**src/rtl/mem_stream_pkg.sv**
```systemverilog
// Shared types and MMIO constants for the data-memory byte streamer.
// S_WRLED exists only when MEM_STREAM_LED_EN is defined.
package mem_stream_pkg;

    typedef enum logic [2:0] {
        S_IDLE  = 3'd0,
        S_FETCH = 3'd1,
        S_SEND  = 3'd2,
`ifdef MEM_STREAM_LED_EN
        S_WRLED = 3'd3,
`endif
        S_FIN   = 3'd4
    } state_t;

    localparam logic [31:0] LED_MMIO_ADDR = 32'h4000000C;
    localparam logic [31:0] SEG_MMIO_ADDR = 32'h40000010;
    localparam logic [7:0]  NUL_BYTE      = 8'h00;

endpackage

```
**src/rtl/mem_byte_streamer.sv**
```systemverilog
// Reads a byte string from data memory with byte loads and streams it out on valid/ready.
// MEM_STREAM_LED_EN adds a final LED MMIO write of the byte count on normal completion.
module mem_byte_streamer
    import mem_stream_pkg::*;
#(
    parameter int unsigned MAX_LEN   = 512,
    parameter logic [7:0]  TERM_CHAR = 8'h0A
`ifdef MEM_STREAM_LED_EN
    , parameter logic [31:0] LED_ADDR = LED_MMIO_ADDR
`endif
) (
    input  logic        sysclk,
    input  logic        reset,
    input  logic        start,
    input  logic        abort,
    input  logic [31:0] base_addr,
    output logic        busy,
    output logic        done,
    output logic [9:0]  byte_count,
    output logic [7:0]  out_data,
    output logic        out_valid,
    input  logic        out_ready,
    output logic [31:0] Address,
    output logic        MemRead,
    output logic        MemWrite,
    output logic        lbflag,
    output logic [31:0] Write_Data,
    input  logic [31:0] Read_Data
);

    localparam logic [9:0] MAX_CNT = 10'(MAX_LEN);

    state_t      state_q;
    logic [31:0] ptr_q;
    logic [9:0]  cnt_q;
    logic [7:0]  data_q;
    logic        valid_q;
    logic        busy_q;
    logic        done_q;
    logic [31:0] addr_q;
    logic        rd_q;
    logic        lb_q;
    logic [9:0]  cnt_inc;
    logic        last_byte;
    logic        unused_rd_hi;

    assign cnt_inc      = cnt_q + 10'd1;
    assign last_byte    = (data_q == TERM_CHAR) || (cnt_inc == MAX_CNT);
    assign unused_rd_hi = ^Read_Data[31:8];

`ifdef MEM_STREAM_LED_EN
    logic        wr_q;
    logic [31:0] wdata_q;
    assign MemWrite   = wr_q;
    assign Write_Data = wdata_q;
`else
    assign MemWrite   = 1'b0;
    assign Write_Data = '0;
`endif

    // Memory-side outputs default to zero every cycle; only the state being
    // entered drives them, so they are valid exactly while in FETCH/WRLED.
    always_ff @(posedge sysclk or negedge reset) begin
        if (!reset) begin
            state_q <= S_IDLE;
            ptr_q   <= '0;
            cnt_q   <= '0;
            data_q  <= '0;
            valid_q <= 1'b0;
            busy_q  <= 1'b0;
            done_q  <= 1'b0;
            addr_q  <= '0;
            rd_q    <= 1'b0;
            lb_q    <= 1'b0;
`ifdef MEM_STREAM_LED_EN
            wr_q    <= 1'b0;
            wdata_q <= '0;
`endif
        end else begin
            done_q <= 1'b0;
            addr_q <= '0;
            rd_q   <= 1'b0;
            lb_q   <= 1'b0;
`ifdef MEM_STREAM_LED_EN
            wr_q    <= 1'b0;
            wdata_q <= '0;
`endif
            if (state_q != S_IDLE && abort) begin
                state_q <= S_IDLE;
                busy_q  <= 1'b0;
                valid_q <= 1'b0;
            end else begin
                case (state_q)
                    S_IDLE: begin
                        if (start) begin
                            state_q <= S_FETCH;
                            ptr_q   <= base_addr;
                            cnt_q   <= '0;
                            busy_q  <= 1'b1;
                            addr_q  <= base_addr;
                            rd_q    <= 1'b1;
                            lb_q    <= 1'b1;
                        end
                    end
                    S_FETCH: begin
                        if (Read_Data[7:0] == NUL_BYTE) begin
                            state_q <= S_FIN;
                            done_q  <= 1'b1;
                        end else begin
                            state_q <= S_SEND;
                            data_q  <= Read_Data[7:0];
                            valid_q <= 1'b1;
                        end
                    end
                    S_SEND: begin
                        if (out_ready) begin
                            cnt_q   <= cnt_inc;
                            ptr_q   <= ptr_q + 32'd1;
                            valid_q <= 1'b0;
                            if (last_byte) begin
`ifdef MEM_STREAM_LED_EN
                                state_q <= S_WRLED;
                                addr_q  <= LED_ADDR;
                                wr_q    <= 1'b1;
                                wdata_q <= {22'b0, cnt_inc};
`else
                                state_q <= S_FIN;
                                done_q  <= 1'b1;
`endif
                            end else begin
                                state_q <= S_FETCH;
                                addr_q  <= ptr_q + 32'd1;
                                rd_q    <= 1'b1;
                                lb_q    <= 1'b1;
                            end
                        end
                    end
`ifdef MEM_STREAM_LED_EN
                    S_WRLED: begin
                        state_q <= S_FIN;
                        done_q  <= 1'b1;
                    end
`endif
                    S_FIN: begin
                        state_q <= S_IDLE;
                        busy_q  <= 1'b0;
                    end
                    default: begin
                        state_q <= S_IDLE;
                        busy_q  <= 1'b0;
                        valid_q <= 1'b0;
                    end
                endcase
            end
        end
    end

    assign busy       = busy_q;
    assign done       = done_q;
    assign byte_count = cnt_q;
    assign out_data   = data_q;
    assign out_valid  = valid_q;
    assign Address    = addr_q;
    assign MemRead    = rd_q;
    assign lbflag     = lb_q;

endmodule

```
**config.mk**
```make
export PLATFORM = sky130hd
export DESIGN_NAME = mem_byte_streamer
export DESIGN_NICKNAME = d
export VERILOG_FILES = /design/src/rtl/mem_stream_pkg.sv /design/src/rtl/mem_byte_streamer.sv
export SDC_FILE = /design/constraint.sdc
export NUM_CORES = 1
export LEC_CHECK = 0
export ABC_AREA = 1
export BUFFER_PORTS_ARGS = -buffer_cell sky130_fd_sc_hd__buf_2
export CELL_PAD_IN_SITES_DETAIL_PLACEMENT = 0
export CELL_PAD_IN_SITES_GLOBAL_PLACEMENT = 1
export CORE_MARGIN = 4
export CORE_UTILIZATION = 40
export DETAILED_ROUTE_END_ITERATION = 10
export PLACE_DENSITY_LB_ADDON = 0.08
export SYNTH_ARGS = -nofsm -noshare
export SYNTH_HDL_FRONTEND = slang
export SYNTH_SLANG_ARGS = --single-unit
```
**constraint.sdc**
```tcl
create_clock -name sysclk -period 4.48 [get_ports sysclk]
set_input_delay 0.672 -clock sysclk [delete_from_list [all_inputs] [get_ports sysclk]]
set_output_delay 0.672 -clock sysclk [all_outputs]
set_load 0.02 [all_outputs]
```
==> metrics.yaml, run 1 <==
outcome: "complete, no violations"
p_clk_share_pct: 18.7
cts_made_buffers: 9
htreeDepth: 3
skew_ns: 0.008759
dr.pass1.iters: 4
grt_pass1_wl_mm: 25.63
fmax_ghz: 0.3296
synth_top_area_cell: "dfrtp_1"
yosysTopAreaCellShare_pct: 41.19
drt_iter0_markers: 293
p_int_w: 0.002041
p_leak_nw: 3.165
peakVddDrop_uv: 290.2
final_layout_size_suffix_gt1_share_pct: 16.73
rsz0062_at_grt: "no"
die_area_mm2: 0.01544
syn_area_mm2: 0.005406
cts_setup_buffers: 0
area_delta_synth_final_pct: 13.72
track_usage_pct: 19.83
synth.most_common_cell: "nand2_1"
cts_resized: 0
grt_max_degree: 57
maxCapViolCount: 0
power_density_mw_per_mm2: 613.3
antenna_left: 0
yosys_register_bits: 89
finalSetupViolCount: 0
vias_per_cell: 4.988
dr_total_vias: 5083
fin_setup_tns_ns: 0
async_flop_share_pct: 100.0
hold_buffers: 0
postLayoutCellArea_mm2: 0.006148
n_fill_cell: 1391
period_minus_slack_ns: 3.034
rows: 42
wirelength_mm: 15.09
crit_arrival_ns: 3.27
power.switching_w: 0.001730
numPortBuffers: 99
worstPathMaxFanout: 55
clk_latency_ns: 0.35
final_nets: 909
die_w_um: 124.3
p_sw_share_pct: 45.88
yosysWarningCount: 0
gp_congestion: 0.9038
synth_cells: 755
synth_edf_count: 0
required_ns: 4.71
combPwrFrac_pct: 45.9
cp-end-kind: "register"
root_buffer: "clkbuf_16"
io_pins: 157
antenna_found_initial: 0
wl_per_cell_um: 14.81
coreArea_mm2: 0.01324
die_h_um: 124.3
syn_area_per_cell_um2: 7.161
final_hold_viol_count: 0
cts_tree: "done"
place_area_mm2: 0.005883
initial_core_util_pct: 40.83
synth_cell_types: 39
synthTopCellsByCount: "nand2_1, nor2_1, dfrtp_1"
synth_area_leaders: "dfrtp_1, nand2_1, nor2_1, a21oi_1, buf_4"
tightestPinTransition_ns: 1.086
final_core_utilization_pct: 46.43
path_clk_slew_ns: 0.07
drc_errors: 0
dp_hpwl_mm: 10.60
clockBufferDepth: 2
hold_path.class: "in2async"
grt_overflow: 0
synth_seq_area_share_pct: 41.19
num_antenna_cells: 0
grt_pass1_vias: 5125
report.final.slew_viol_count: 0
synthFlopType: "dfrtp_1"
relSlewSlack_pct: 27.54
power_frac_seq_pct: 35.4
crit_type: "reg2reg"
cts_sinks: 89
cp-start-kind: "register"
fin_crit_sh_pct: 67.73
==> area by class of cell <==
cell class	instances	area, µm²	area share [%]
multi-input combinational	566	2643	42.98
sequential	89	2227	36.22
timing repair buffer	104	535.5	8.710
inverter	68	257.7	4.192
clock buffer	11	232.7	3.785
tap	176	220.2	3.582
clock inverter	5	32.53	0.5291
==> power by group through the flow <==
stage	sequential, W	clock (W)	combinational, W
3_3_place_gp	0.00134	0	0.00173
4_1_cts	0.00133	0.000724	0.00176
3_5_place_dp	0.00135	0	0.00175
6_report	0.00133	0.000705	0.00173
5_1_grt	0.00138	0.000757	0.00195
2_1_floorplan	0.00147	0	0.00117
==> per-stage QoR <==
step | hold slack [ns] | worst slack [ns] | cells | total power (W)
2_1_floorplan | 0.3764 | 2.650 | 787 | 0.002641
3_5_place_dp | 0.4920 | 1.442 | 1003 | 0.003092
4_1_cts | 0.4193 | 1.399 | 1019 | 0.003815
6_report | 0.3899 | 1.446 | 1019 | 0.003771
3_3_place_gp | 0.4878 | 1.473 | 1003 | 0.003072
5_1_grt | 0.4616 | 1.158 | 1019 | 0.004092
==> metal layers <==
layer	share of wire [%]	up-vias	global-route usage (%)
met1	46	2403	26.12
met2	48	111	33.21
met4	1.4	0	6.770
li1	-	2553	-
met3	4.4	16	3.173
met5	0	-	0
==> placed cells by master, fill, tap and decap left out, types with 2 or more instances in the layout <==
cell type  instances
o21ai_0           28
clkbuf_16          9
a21oi_1           57
clkinv_4           2
buf_4              6
clkinv_2           3
inv_2              3
dfrtp_1           89
nor2_2             5
a2bb2oi_2         11
a2bb2oi_1          5
inv_1             64
o22ai_1            2
nand2_1          228
ha_1               2
conb_1            33
nor4_1             2
o21ai_1            4
nand3_1           29
a22oi_1            2
clkbuf_1           2
xor2_1             4
buf_2             98
nand4_1           36
nor2_1           102
o21bai_1           2
a31oi_1            2
==> flip-flops by register name (all words and copies together), names as in the netlist <==
name / cells
Address: 32
ptr_q: 32
byte_count: 10
out_data: 8
state_q: 3
busy: 1
done: 1
lbflag: 1
out_valid: 1
==> final timing paths <==
kind                            startpoint            end  slack (ns)  cells after the start
worst max-delay path            state_q[1]  byte_count[1]        1.45                     13
worst min-delay path                 reset     Address[6]        0.39                      1
worst max register to register  state_q[1]  byte_count[1]        1.45                     13
worst min register to register   out_valid      out_valid        0.51                      2
max in group asynchronous            reset      ptr_q[21]        3.15                      2
min in group sysclk              out_valid      out_valid        0.51                      2
==> worst max-delay path, stage by stage, from the launching register on <==
cell     delay (ns)
dfrtp_1        0.43
nand2_1        0.12
nor2_4         0.43
inv_2          0.04
buf_4          0.32
nor2_2         0.14
nand2_1        0.10
nand2_1        0.08
inv_2          0.05
nand2_4        0.41
inv_4          0.30
nand2_2        0.20
inv_2          0.07
a22o_1         0.18
==> cells by family (layout without fill, tap and decap cells) <==
logic type	Yosys count	count (layout)	synth area share [%]
AND/OR/NAND/NOR	408	408	31.43
flip-flops	89	89	41.19
AO/OA/AOI/OAI	118	118	13.89
XOR/XNOR	5	5	0.8100
buffers and inverters	132	188	12.15
other	1	33	0.06936
adder cells (fa/ha/maj)	2	2	0.4628
(Power assumes the default switching activity.)
==> run 2, diff against run 1 <==
--- a/config.mk
+++ b/config.mk
@@ -10,7 +10,7 @@
 export CELL_PAD_IN_SITES_DETAIL_PLACEMENT = 0
 export CELL_PAD_IN_SITES_GLOBAL_PLACEMENT = 1
 export CORE_MARGIN = 4
-export CORE_UTILIZATION = 40
+export CORE_UTILIZATION = 33
 export DETAILED_ROUTE_END_ITERATION = 10
 export PLACE_DENSITY_LB_ADDON = 0.08
 export SYNTH_ARGS = -nofsm -noshare
==> constraint.sdc (replaced) <==
create_clock -name sysclk -period 2.5 [get_ports sysclk]
set_input_delay 0.375 -clock sysclk [delete_from_list [all_inputs] [get_ports sysclk]]
set_output_delay 0.375 -clock sysclk [all_outputs]
set_load 0.02 [all_outputs]
==> run 2 against run 1 <==
Non-clock buffer count grew 11. Global-route usage decreased by 1.8 points. Combinational power rose by 84%. Critical path depth shrank 6. Largest power group unchanged. Critical path type unchanged. Maximum frequency up 43%. Setup slack worse by 1.1 ns. Count of clock-buffer cells in the layout increased by 1. Wire length rose by 6.0%. Clock skew down 0.0020 ns. Die area up 20%. Via count decreased by 0.24%.
==> metrics.yaml, run 2 (synthesis results as in run 1) <==
antenna_left: 0  # unchanged
placedCellCount: 1054  # +5.1%
dr_total_vias: 5071  # -0.24%
initial_core_util_pct: 33.91  # -6.9 points
report.final.slew_viol_count: 0  # unchanged
track_usage_pct: 17.98  # -1.8 points
dr.pass1.iters: 4  # unchanged
io_pins: 157  # unchanged
rsz0062_at_grt: "no"
gp_congestion: 0.9325  # +3.2%
dp_hpwl_mm: 11.71  # +10%
cts_made_buffers: 9  # unchanged
required_ns: 2.76  # -1.95 ns
power_density_mw_per_mm2: 1095  # +79%
grt_pass1_vias: 5274  # +2.9%
fin_cells: 1070  # +5.0%
crit_end: "out_data[1]"
rows: 46  # +9.5%
cts_setup_buffers: 0  # unchanged
vias_per_cell: 4.739  # -5.0%
skew_ns: 0.006753  # -0.002006 ns
hold_path.class: "in2async"
whs_ns: 0.04558  # -0.3444 ns
n_fill_cell: 1769  # +27%
clk_latency_ns: 0.35  # about the same
die_area_mm2: 0.01849  # +20%
layout.cells.most_common_list: "nand2_1, nor2_1, buf_2"
grt_max_degree: 55  # -3.5%
numPortBuffers: 99  # unchanged
final_layout_size_suffix_gt1_share_pct: 17.92  # +1.2 points
finalSetupViolCount: 0  # unchanged
coreArea_mm2: 0.01594  # +20%
multi_input_area_mm2: 0.002643  # unchanged
root_buffer: "clkbuf_16"
final_hold_viol_count: 0  # unchanged
num_antenna_cells: 0  # unchanged
cts_resized: 0  # unchanged
seqCellArea_mm2: 0.002227  # unchanged
worstRegToRegCells: 7  # -6
htreeDepth: 3  # unchanged
fmax_ghz: 0.4703  # +43%
path_clk_slew_ns: 0.07  # about the same
area_delta_synth_final_pct: 16.99
outcome: "complete, no violations"
r2r_slack_ns: 0.37  # -1.07 ns
crit_type: "reg2reg"
crit_path_start: "state_q[2]"
cts_tree: "done"
crit_arrival_ns: 2.38  # -0.89 ns
peakVddDrop_uv: 511.5  # +76%
drt_iter0_markers: 219  # -25%
layout_commonest_cell: "nand2_1"
tightestPinTransition_ns: 0.6385  # -0.4472 ns
fin_setup_tns_ns: 0  # unchanged
p_leak_nw: 3.239  # +2.3%
r2r-end: "out_data[1]"
worstPathMaxFanout: 33  # -40%
cp-end-kind: "register"
final_nets: 920  # +1.2%
die_h_um: 136.0  # +9.4%
drc_errors: 0  # unchanged
hold_buffers: 0  # unchanged
die_w_um: 136.0  # +9.4%
p_total_w: 0.006926  # +84%
grt_overflow: 0  # unchanged
r2r-start: "state_q[2]"
wl_per_cell_um: 14.95  # +0.93%
antenna_found_initial: 1  # +1
grt_pass1_wl_mm: 26.50  # +3.4%
fin_crit_sh_pct: 85.05  # +17 points
maxCapViolCount: 0  # unchanged
cp-start-kind: "register"
period_minus_slack_ns: 2.126  # -0.9081 ns
relSlewSlack_pct: 57.43  # +30 points
cts_sinks: 89  # unchanged
clockBufferDepth: 2  # unchanged
final_core_utilization_pct: 39.67  # -6.8 points
wirelength_mm: 16.00  # +6.0%
[run 2: changes by cell type in the layout (fill, tap and decap cells not counted), sizes merged]
cell | previous run | this run
buf | 104 | 115
clkbuf | 11 | 12
clkinv | 5 | 4
[run 2: routing by layer]
layer	vias up	share of wire [%]	GRT usage (%)
met3	15	4.9	3.664
met5	-	0.044	0
met1	2384	46	23.07
met2	104	48	30.97
met4	2	1.0	4.703
li1	2566	-	-
[run 2: final cells by class]
class	instances	area share (%)
Multi-Input combinational cell	566	41.78
Sequential cell	89	35.21
Inverter	68	4.075
Clock inverter	4	0.4352
Tap cell	216	4.273
Clock buffer	12	4.055
Timing Repair Buffer	115	10.17
[run 2: how the worst min path moves through the flow]
stage	start	end	slack [ns]	depth (start not counted)
6_report	reset	Address[6]	0.05	1
5_1_grt	reset	Address[6]	0.10	1
4_1_cts	reset	Address[4]	0.07	1
3_5_place_dp	reset	Address[4]	0.45	1
3_3_place_gp	reset	Address[4]	0.44	1
2_1_floorplan	reset	Address[0]	0.08	0
[run 2: metrics by stage]
step | setup WS (ns) | area (µm²)
after floorplan | 0.6705 | 5527
after global placement | 0.4354 | 6041
after detailed placement | 0.3867 | 6041
after CTS | 0.3276 | 6325
after global routing | 0.09734 | 6325
final | 0.3738 | 6325
[run 2: report_power, final]
| group | switching, W | leakage [nW] | internal (W) |
|---|---|---|---|
| clock | 0.000609 | 0.143 | 0.000730 |
| combinational | 0.00212 | 1.97 | 0.00107 |
| sequential | 0.000429 | 1.12 | 0.00197 |
| total | 0.00315 | 3.24 | 0.00377 |
[run 2: critical path, cell delays in order (launching register included)]
cell     delay (ns)
dfrtp_1        0.42
or2_1          0.26
nor2_2         0.19
nor2_2         0.07
buf_4          0.26
inv_1          0.12
nand3_1        0.39
o21ai_0        0.32
==> run 3, diff against run 2 <==
--- a/config.mk
+++ b/config.mk
@@ -10,7 +10,8 @@
 export CELL_PAD_IN_SITES_DETAIL_PLACEMENT = 0
 export CELL_PAD_IN_SITES_GLOBAL_PLACEMENT = 1
 export CORE_MARGIN = 4
-export CORE_UTILIZATION = 33
+export CORE_UTILIZATION = 34
+export CTS_BUF_LIST = sky130_fd_sc_hd__clkbuf_2 sky130_fd_sc_hd__clkbuf_4 sky130_fd_sc_hd__clkbuf_8
 export DETAILED_ROUTE_END_ITERATION = 10
 export PLACE_DENSITY_LB_ADDON = 0.08
 export SYNTH_ARGS = -nofsm -noshare
==> run 3 against run 2 <==
First-iteration DRC count rose by 54%. Final area is 1.6% lower. Non-clock buffer count is 2 lower. Die area is 2.8% lower. Register-to-register slack better by 0.05 ns. Clock skew rose by 0.0050 ns. Total power fell by 4.9%. Largest power group unchanged. Critical path type unchanged. Hold slack gained 0.19 ns. Largest cell class unchanged. Count of clock-buffer cells in the layout fell by 2. Critical endpoint is now state_q[2]. Sequential share of layout area rose by 0.58 points.
==> metrics.yaml, run 3 (synthesis results as in run 1) <==
outcome: "complete, no violations"
dr_total_vias: 5109  # +0.75%
grt_overflow: 0  # unchanged
grt_pass1_vias: 5169  # -2.0%
fin_crit_sh_pct: 82.92  # -2.1 points
area_delta_synth_final_pct: 15.09
antenna_found_initial: 0  # -1
wirelength_mm: 15.87  # -0.82%
n_fill_cell: 1680  # -5.0%
period_minus_slack_ns: 2.073  # -0.05330 ns
top_usage_layer: "met2"
whs_ns: 0.2315  # +0.1859 ns
cts_tree: "done"
seqCellArea_mm2: 0.002227  # unchanged
clockBufferDepth: 2  # unchanged
multi_input_area_mm2: 0.002643  # unchanged
crit_end: "state_q[2]"
antenna_left: 0  # unchanged
cts_made_buffers: 9  # unchanged
rows: 45  # -2.2%
die_w_um: 134.1  # -1.4%
layout_commonest_cell: "nand2_1"
worstRegToRegCells: 11  # +4
track_usage_pct: 18.17  # +0.18 points
cts_sinks: 89  # unchanged
clk_latency_ns: 0.39  # +0.04 ns
crit_type: "reg2reg"
numPortBuffers: 99  # unchanged
cp-start-kind: "register"
final_nets: 918  # -0.22%
vias_per_cell: 4.806  # +1.4%
path_buf_inv: 1  # -1
rsz0062_at_grt: "no"
htreeDepth: 3  # unchanged
power_density_mw_per_mm2: 1059  # -3.3%
fin_setup_tns_ns: 0  # unchanged
required_ns: 2.77  # about the same
dp_slack_ns: 0.4462  # +0.05944 ns
coreArea_mm2: 0.01537  # -3.6%
wl_per_cell_um: 14.92  # -0.17%
layout.cells.most_common_list: "nand2_1, nor2_1, buf_2"
grt_pass1_wl_mm: 26.32  # -0.68%
io_pins: 157  # unchanged
crit_cells: 11  # +4
cp_top_family: "simple AND/OR/NAND/NOR gates"
report.final.slew_viol_count: 0  # unchanged
crit_path_max_incr_delay_ns: 0.42  # about the same
grt_max_degree: 55  # unchanged
dp_hpwl_mm: 11.35  # -3.1%
drc_errors: 0  # unchanged
relSlewSlack_pct: 65.65  # +8.2 points
holdCritStartpoint: "Read_Data[6]"
r2r_slack_ns: 0.43  # +0.05 ns
r2r-end: "state_q[2]"
die_h_um: 134.1  # -1.4%
tightestPinTransition_ns: 0.5138  # -0.1247 ns
root_buffer: "clkbuf_8"
cp-end-kind: "register"
num_antenna_cells: 0  # unchanged
final_layout_size_suffix_gt1_share_pct: 17.72  # -0.19 points
dr.pass1.iters: 4  # unchanged
grtUsageMet3_pct: 2.963  # -0.70 points
setup_ws_ns: 0.4271  # +0.05330 ns
gp_congestion: 0.8722  # -6.5%
crit_path_start: "byte_count[1]"
maxCapViolCount: 0  # unchanged
final_hold_viol_count: 0  # unchanged
skew_ns: 0.01173  # +0.004974 ns
grt.met2_usage_pct: 30.52  # -0.46 points
fmax_ghz: 0.4824  # +2.6%
drt_iter0_markers: 338  # +54%
hold_path.class: "in2reg"
p_leak_nw: 3.183  # -1.7%
cts_setup_buffers: 0  # unchanged
finalSetupViolCount: 0  # unchanged
grt.met1_usage_pct: 24.11  # +1.0 points
die_area_mm2: 0.01798  # -2.8%
r2r-start: "byte_count[1]"
crit_arrival_ns: 2.35  # -0.03 ns
worstPathMaxFanout: 33  # unchanged
initial_core_util_pct: 35.17  # +1.3 points
crit_chain: "ha_1, nand3_1, nor2_1, nand2_1, xor2_1, nor2_1, nand2_1, buf_12, nand2_1, a21oi_1, nor2_1"
peakVddDrop_uv: 636.2  # +24%
path_clk_slew_ns: 0.10  # +0.03 ns
cp_slowest_cell: "dfrtp_1"
run 3: worst min path at each step:
| stage | end | slack, ns | cells past startpoint |
|---|---|---|---|
| after CTS | out_data[6] | 0.21 | 3 |
| after global placement | Address[7] | 0.38 | 1 |
| after detailed placement | Address[7] | 0.38 | 1 |
| after floorplan | Address[0] | 0.08 | 0 |
| final | out_data[6] | 0.23 | 3 |
| after global routing | out_data[6] | 0.22 | 3 |
run 3: metal layers:
layer,vias up,wire (µm)
met3,16,743
met5,-,0
met4,0,225
met1,2406,7277
li1,2563,-
met2,124,7618
run 3: worst reg2reg max path, cell delays in order, from the launching register on:
cell and delay, ns:
dfrtp_1 0.42, ha_1 0.21, nand3_1 0.10, nor2_1 0.19, nand2_1 0.09, xor2_1 0.19, nor2_1 0.06, nand2_1 0.11
buf_12 0.21, nand2_1 0.12, a21oi_1 0.20, nor2_1 0.06
run 3: what timing repair did:
action	in CTS	in global routing
hold buffers	1	0
endpoints found under the hold margin	35	0
gates resized for setup	0	0
run 3: layout make-up:
class                           instances  area share [%]
Clock buffer                           10           2.212
Clock inverter                          6          0.8043
Inverter                               68           4.142
Multi-Input combinational cell        566           42.47
Sequential cell                        89           35.79
Tap cell                              211           4.243
Timing Repair Buffer                  113           10.34
run 3: stage by stage:
stage	power [W]	cells	cell area, µm²	utilization [%]
2_1_floorplan	0.004732	787	5527	-
3_3_place_gp	0.005633	1046	6025	39.19
3_5_place_dp	0.005656	1046	6025	39.19
4_1_cts	0.006690	1063	6222	40.48
5_1_grt	0.007206	1063	6222	40.48
6_report	0.006588	1063	6222	40.48
run 3: power by group:
part	leakage [nW]	switching [W]	internal, W	total [W]
combinational	1.97	0.00212	0.00107	0.00319
clock	0.0895	0.000592	0.000399	0.000991
sequential	1.12	0.000443	0.00196	0.00241
